[src/rtl/rca_pkg.sv]
// rca_pkg: shared defaults and the pipeline stage record for pipelined_rca.
//  DEF_WIDTH / DEF_CHUNK : default operand width and bits resolved per stage
//  stage_t               : one pipeline stage at the default width
//                          (valid, sub flag, carry, carry into MSB, partial sum, pending a/b)
package rca_pkg;
    localparam int DEF_WIDTH = 16;
    localparam int DEF_CHUNK = 4;

    typedef struct packed {
        logic                 valid;
        logic                 sub;
        logic                 carry;
        logic                 c_msb;
        logic [DEF_WIDTH-1:0] s;
        logic [DEF_WIDTH-1:0] a;
        logic [DEF_WIDTH-1:0] b;
    } stage_t;
endpackage

[src/rtl/rca_chunk.sv]
// rca_chunk: combinational CHUNK-bit ripple-carry slice built from one-bit full adders.
//  a, b     in  CHUNK  slice operands
//  ci       in  1      carry into bit 0
//  s        out CHUNK  slice sum
//  co       out 1      carry out of the top bit
//  c_msb_in out 1      carry into the top bit (signed-overflow detection)
module rca_chunk #(
    parameter int CHUNK = 4
) (
    input  logic [CHUNK-1:0] a,
    input  logic [CHUNK-1:0] b,
    input  logic             ci,
    output logic [CHUNK-1:0] s,
    output logic             co,
    output logic             c_msb_in
);
    logic [CHUNK:0] c;

    assign c[0] = ci;

    for (genvar j = 0; j < CHUNK; j++) begin : g_fa
        assign s[j]   = a[j] ^ b[j] ^ c[j];
        assign c[j+1] = (a[j] & b[j]) | (c[j] & (a[j] ^ b[j]));
    end

    assign co       = c[CHUNK];
    assign c_msb_in = c[CHUNK-1];
endmodule

[src/rtl/pipelined_rca.sv]
// pipelined_rca: pipelined ripple-carry adder/subtractor, one CHUNK-bit slice per stage.
//  clk, rst_n          clock, asynchronous active-low reset
//  in_valid/in_ready   input handshake; a, b, cin, sub operands and mode
//  out_valid/out_ready output handshake; sum, cout, ovf result
//  {cout,sum} = a + (sub ? ~b : b) + (sub ? 1 : cin); ovf = carry into MSB ^ carry out of MSB.
//  Latency WIDTH/CHUNK cycles, one operation per clock.
module pipelined_rca
    import rca_pkg::*;
#(
    parameter int WIDTH = DEF_WIDTH,
    parameter int CHUNK = DEF_CHUNK
) (
    input  logic             clk,
    input  logic             rst_n,
    input  logic             in_valid,
    output logic             in_ready,
    input  logic [WIDTH-1:0] a,
    input  logic [WIDTH-1:0] b,
    input  logic             cin,
    input  logic             sub,
    output logic             out_valid,
    input  logic             out_ready,
    output logic [WIDTH-1:0] sum,
    output logic             cout,
    output logic             ovf
);
    localparam int STAGES = WIDTH / CHUNK;

    if (WIDTH % CHUNK != 0 || WIDTH < CHUNK) begin : g_chk
        $error("pipelined_rca: WIDTH (%0d) must be a non-zero multiple of CHUNK (%0d)", WIDTH, CHUNK);
    end

    typedef struct packed {
        logic             valid;
        logic             sub;
        logic             carry;
        logic             c_msb;
        logic [WIDTH-1:0] s;
        logic [WIDTH-1:0] a;
        logic [WIDTH-1:0] b;
    } stg_t;

    stg_t              stg_q [STAGES];
    stg_t              stg_d [STAGES];
    stg_t              entry;
    logic [STAGES:0]   rdy;

    // Subtraction is folded in here: b inverted and carry-in forced high once, at entry.
    assign entry = '{valid: in_valid, sub: sub, carry: sub | cin, c_msb: 1'b0,
                     s: '0, a: a, b: sub ? ~b : b};

    assign rdy[STAGES] = out_ready;
    assign in_ready    = rdy[0];

    for (genvar i = 0; i < STAGES; i++) begin : g_stg
        stg_t             up;
        stg_t             nxt;
        logic [CHUNK-1:0] cs;
        logic             co;
        logic             cm;

        assign up     = (i == 0) ? entry : stg_q[(i == 0) ? 0 : i-1];
        assign rdy[i] = !stg_q[i].valid || rdy[i+1];

        rca_chunk #(.CHUNK(CHUNK)) u_chunk (
            .a        (up.a[i*CHUNK +: CHUNK]),
            .b        (up.b[i*CHUNK +: CHUNK]),
            .ci       (up.carry),
            .s        (cs),
            .co       (co),
            .c_msb_in (cm)
        );

        always_comb begin
            nxt                      = up;
            nxt.s[i*CHUNK +: CHUNK]  = cs;
            nxt.carry                = co;
            nxt.c_msb                = (i == STAGES-1) ? cm : up.c_msb;
        end

        // A stage loads whenever it can pass its contents on; otherwise it holds.
        assign stg_d[i] = rdy[i] ? nxt : stg_q[i];
    end

    always_ff @(posedge clk or negedge rst_n) begin
        if (!rst_n) begin
            for (int k = 0; k < STAGES; k++) stg_q[k] <= '0;
        end else begin
            stg_q <= stg_d;
        end
    end

    assign out_valid = stg_q[STAGES-1].valid;
    assign sum       = stg_q[STAGES-1].s;
    assign cout      = stg_q[STAGES-1].carry;
    assign ovf       = stg_q[STAGES-1].c_msb ^ stg_q[STAGES-1].carry;
endmodule

[config.mk]
export PLATFORM = sky130hd
export DESIGN_NAME = pipelined_rca
export DESIGN_NICKNAME = d
export VERILOG_FILES = /design/src/rtl/rca_pkg.sv /design/src/rtl/rca_chunk.sv /design/src/rtl/pipelined_rca.sv
export SDC_FILE = /design/constraint.sdc
export NUM_CORES = 1
export LEC_CHECK = 0
export CORE_ASPECT_RATIO = 0.75
export CORE_MARGIN = 10
export CORE_UTILIZATION = 25
export DETAILED_ROUTE_END_ITERATION = 8
export HOLD_SLACK_MARGIN = 0.1
export PLACE_DENSITY = 0.52
export SYNTH_ARGS = -nofsm -noshare
export SYNTH_HDL_FRONTEND = slang
export SYNTH_HIERARCHICAL = 1
export SYNTH_SLANG_ARGS = --single-unit
[constraint.sdc]
create_clock -name clk -period 3.8 [get_ports clk]
set_input_delay 0.76 -clock clk [delete_from_list [all_inputs] [get_ports clk]]
set_output_delay 0.76 -clock clk [all_outputs]
set_load 0.005 [all_outputs]
* Word-level counts from Yosys, hierarchy flattened
Cells that the tools add are included.
Storage, ports and cells: output and inout port bits 20, word-level logic and storage cells 111, input bits 38, register bits after elaboration 145
Operators by class: mux-type cells 1, reductions and logical operators 8, bitwise gates (word level) 83
Operators with widths (count):
- 1-bit XOR | 33
- 1-bit AND | 32
- 1-bit OR | 17
- 16-bit 2-to-1 mux | 1
- 16-bit inverter | 1
- 1-bit logical NOT | 4
- 1-bit logical OR | 4

* Depth between registers and ports, before layout
word-level depth 11, gate-level depth with buffers 10, depth with buffers taken out 8

* By module
Netlist, hierarchy kept.
By module, submodules not included:
- pipelined_rca | sequential area each 2427.3 µm², area an instance 3913.8 µm², times used 1, cells each 311
- rca_chunk | sequential area each 0.0 µm², area an instance 110.1 µm², times used 4, cells each 12

* Worst setup path after synthesis
No wires, ideal clock.
path type input to register, start point in sub, end point reg stg_q, in the netlist g_stg[1].nxt[35], stages on the path 10, data required time 3675 ps, setup time 125 ps, buffers on the path 2, path slack 586 ps, data arrival time 3089 ps, cells stage by stage buf_2 > buf_2 > xor2_1 > fa_1 > inv_1 > fa_1 > fa_1 > inv_1 > fa_1 > mux2_2
RTL lines:
- from (decl) | RTL line pipelined_rca.sv:20 | input logic sub,
- to (signal assigned) | RTL line pipelined_rca.sv:89 | stg_q <= stg_d;
- to (decl) | RTL line pipelined_rca.sv:43 | stg_t stg_q [STAGES];

==> results.sh <==
export IMPL_ios=58
export IMPL_drt_initial_drc_count=135
export IMPL_synth_distinct_cells=21
export IMPL_grt_pass1_vias=2657
export IMPL_via_per_inst=3.80
export IMPL_initial_utilization=0.256
export IMPL_power_share_clock=0.265
export IMPL_max_freq_ghz=0.324
export IMPL_ys_top_cells_by_count="97 x dfrtp_1, 75 x nand2_1, 48 x mux2_2, 32 x inv_1"
export IMPL_antenna_found_initial=0
export IMPL_dpl_cell_area_sq_um=5070
export IMPL_grt_setup_unrepaired="no"
export IMPL_start_kind="input port"
export IMPL_hpwl_um=6740
export IMPL_final_max_slew_violation_count=0
export IMPL_rows=41
export IMPL_design_area_sq_um=5360
export IMPL_dieWidth_um=172
export IMPL_slew_headroom=0.218
export IMPL_synth_edf_count=0
export IMPL_setup_violations=0
export IMPL_cts_sinks=97
export IMPL_gr_total_overflow=0
export IMPL_dr_pass1_iters=4
export IMPL_p_switching_uw=943
export IMPL_port_buffers=57
export IMPL_ys_warnings_count=6
export IMPL_areaGrowthSynthToFinish_pct=23.1
export IMPL_peakVddDrop_uv=250
export IMPL_status="completed"
export IMPL_finalCritPeriodShare=0.811
export IMPL_ctsLongestPathBuffers=2
export IMPL_routed_wl_um=8790
export IMPL_tightestPinTransition_ns=1.17
export IMPL_clock_skew_ns=0.00910
export IMPL_fin_setup_tns_ns=0
export IMPL_drive_gt1_frac=0.203
export IMPL_seqPwrFrac=0.468
export IMPL_synthCells=359
export IMPL_cts_max_level=3
export IMPL_clkTransAtPathRegs_ns=0.07
export IMPL_synth_main_ff_cell="dfrtp_1"
export IMPL_crit_required_ns=4.03
export IMPL_avgRoutedWirePerCell_um=13.7
export IMPL_maxCapViolCount=0
export IMPL_fin_nets=457
export IMPL_ctsResizeCount=0
export IMPL_cp_max_fo=3
export IMPL_async_reset_ff_frac=1.00
export IMPL_grt_max_degree=54
export IMPL_vias=2447
export IMPL_hold_class="input port to async pin"
export IMPL_cp_end_kind="flip-flop"
export IMPL_dieArea_sq_um=23200
export IMPL_p_leak_uw=0.00241
export IMPL_grt_first_pass_wirelength_um=14500
export IMPL_ys_seq_elements=97
export IMPL_dp_cells=628
export IMPL_combPwrFrac=0.268
export IMPL_critical_path_class="input port to flip-flop"
export IMPL_yosysTopAreaCell="dfrtp_1"
export IMPL_synth_top_area_frac=0.557
export IMPL_antennaDiodeCount=0
export IMPL_synthTopCellsByArea="dfrtp_1 56%, mux2_2 12%, fa_1 7.4%, nand2_1 6.5%, buf_4 2.8%"
export IMPL_worst_endpoint_arrival_ns=3.31
export IMPL_clock_latency_ns=0.34
export IMPL_nFillCells=1738
export IMPL_grt_usage=0.0797
export IMPL_final_util=0.316
export IMPL_period_minus_slack_ns=3.08
export IMPL_tritoncts="built"
export IMPL_instances_no_fill=644
export IMPL_clockRootBuffer="clkbuf_16"
export IMPL_globalplace_congestion=0.714
export IMPL_drc=0
export IMPL_swShare=0.289
export IMPL_core_sq_um=17000
export IMPL_post_cts_buffers=0
export IMPL_powerDensity_nw_per_um2=609
export IMPL_ant_nets=0
export IMPL_hold_viol=0
export IMPL_postCtsHoldBufs=0
export IMPL_netlist_area_sq_um=4350
export IMPL_synth_most_common_cell="dfrtp_1"
export IMPL_die_h_um=134
export IMPL_p_int_uw=2320
export IMPL_avgSynthCellArea_sq_um=12.1
export IMPL_seq_area_frac_synth=0.557
export IMPL_cts_inserted_buffers=9
export IMPL_synth_fp_nets=413
[worst paths after layout]
path / cells past startpoint / slack, ns / start / to
min in group clk: 2 / 0.47 / g_stg[2].nxt[39] / g_stg[2].nxt[39]
max in group asynchronous: 2 / 2.57 / rst_n / g_stg[3].nxt[40]
hold reg to reg: 2 / 0.47 / g_stg[2].nxt[39] / g_stg[2].nxt[39]
hold / removal: 1 / 0.44 / rst_n / g_stg[2].nxt[29]
setup reg to reg: 7 / 1.50 / g_stg[3].nxt[28] / sum[15]
setup / recovery: 9 / 0.72 / sub / g_stg[1].nxt[35]
[state kept, by name, indices dropped and copies added, names as in the netlist]
signal,cells
out_valid,1
g_stg.nxt,75
cout,1
stg_q,1
g_stg.up,3
sum,16
[critical path, cell delays in order]
cell	delay [ns]
clkdlybuf4s50_1	0.59
xor2_1	0.23
fa_1	0.21
inv_1	0.05
fa_1	0.37
fa_1	0.36
inv_1	0.08
fa_1	0.40
mux2_2	0.26
[metrics by stage]
| stage | total power [uW] | hold WS (ns) | setup WS, ns |
|---|---|---|---|
| finish | 3270 | 0.437 | 0.717 |
| global route | 3510 | 0.487 | 0.581 |
| CTS | 3340 | 0.470 | 0.672 |
| detailed placement | 2460 | 0.460 | 0.301 |
| global placement | 2430 | 0.454 | 0.367 |
| floorplan | 2100 | 0.433 | 0.586 |
[per-layer routing]
metal / track usage / vias to the layer above / wire, um
li1: - / 1211 / -
met1: 0.110 / 1177 / 4480
met2: 0.113 / 50 / 3710
met3: 0.0258 / 9 / 484
met4: 0.0301 / 0 / 123
met5: 0 / - / 0
[cell usage in the layout, fill, tap and decap left out]
master	netlist	final
dfrtp_1	97	97
nand2_1	75	75
clkdlybuf4s50_1	0	56
mux2_2	48	48
inv_1	32	32
fa_1	16	16
xnor2_1	12	12
nand3_1	12	12
o21ai_0	12	12
clkbuf_16	0	9
mux2_4	8	8
buf_4	16	8
xor2_1	5	5
nand2b_1	5	5
inv_8	0	2
clkinvlp_4	0	2
inv_6	0	2
or2_2	1	1
and4b_1	1	1
and2_4	1	1
inv_4	1	1
nand4b_1	1	1
nand3b_1	1	1
clkinv_2	0	1
[power groups by stage]
stage               sequential, uW  clock (uW)  combinational (uW)
floorplan                     1480           0                 622
global placement              1540           0                 885
detailed placement            1550           0                 903
CTS                           1530         903                 904
global route                  1570         941                 998
finish                        1530         865                 874
[cell families after synthesis]
| logic type | share of synthesized area |
|---|---|
| AND/OR/NAND/NOR | 0.0951 |
| flip-flops | 0.557 |
| buffers and inverters | 0.0741 |
| multiplexers | 0.152 |
| XOR/XNOR | 0.0342 |
| adder cells (fa/ha/maj) | 0.0736 |
| AO/OA/AOI/OAI | 0.0138 |
[cell type report]
class                           instances  area (sq um)  area share
Inverter                               33           126      0.0236
Timing Repair Buffer                   64           621       0.116
Clock inverter                          7          60.1      0.0112
Clock buffer                            9           225      0.0420
Sequential cell                        97          2430       0.453
Multi-Input combinational cell        198          1600       0.299
Tap cell                              236           295      0.0551
Power figures use the tool's default switching activity.
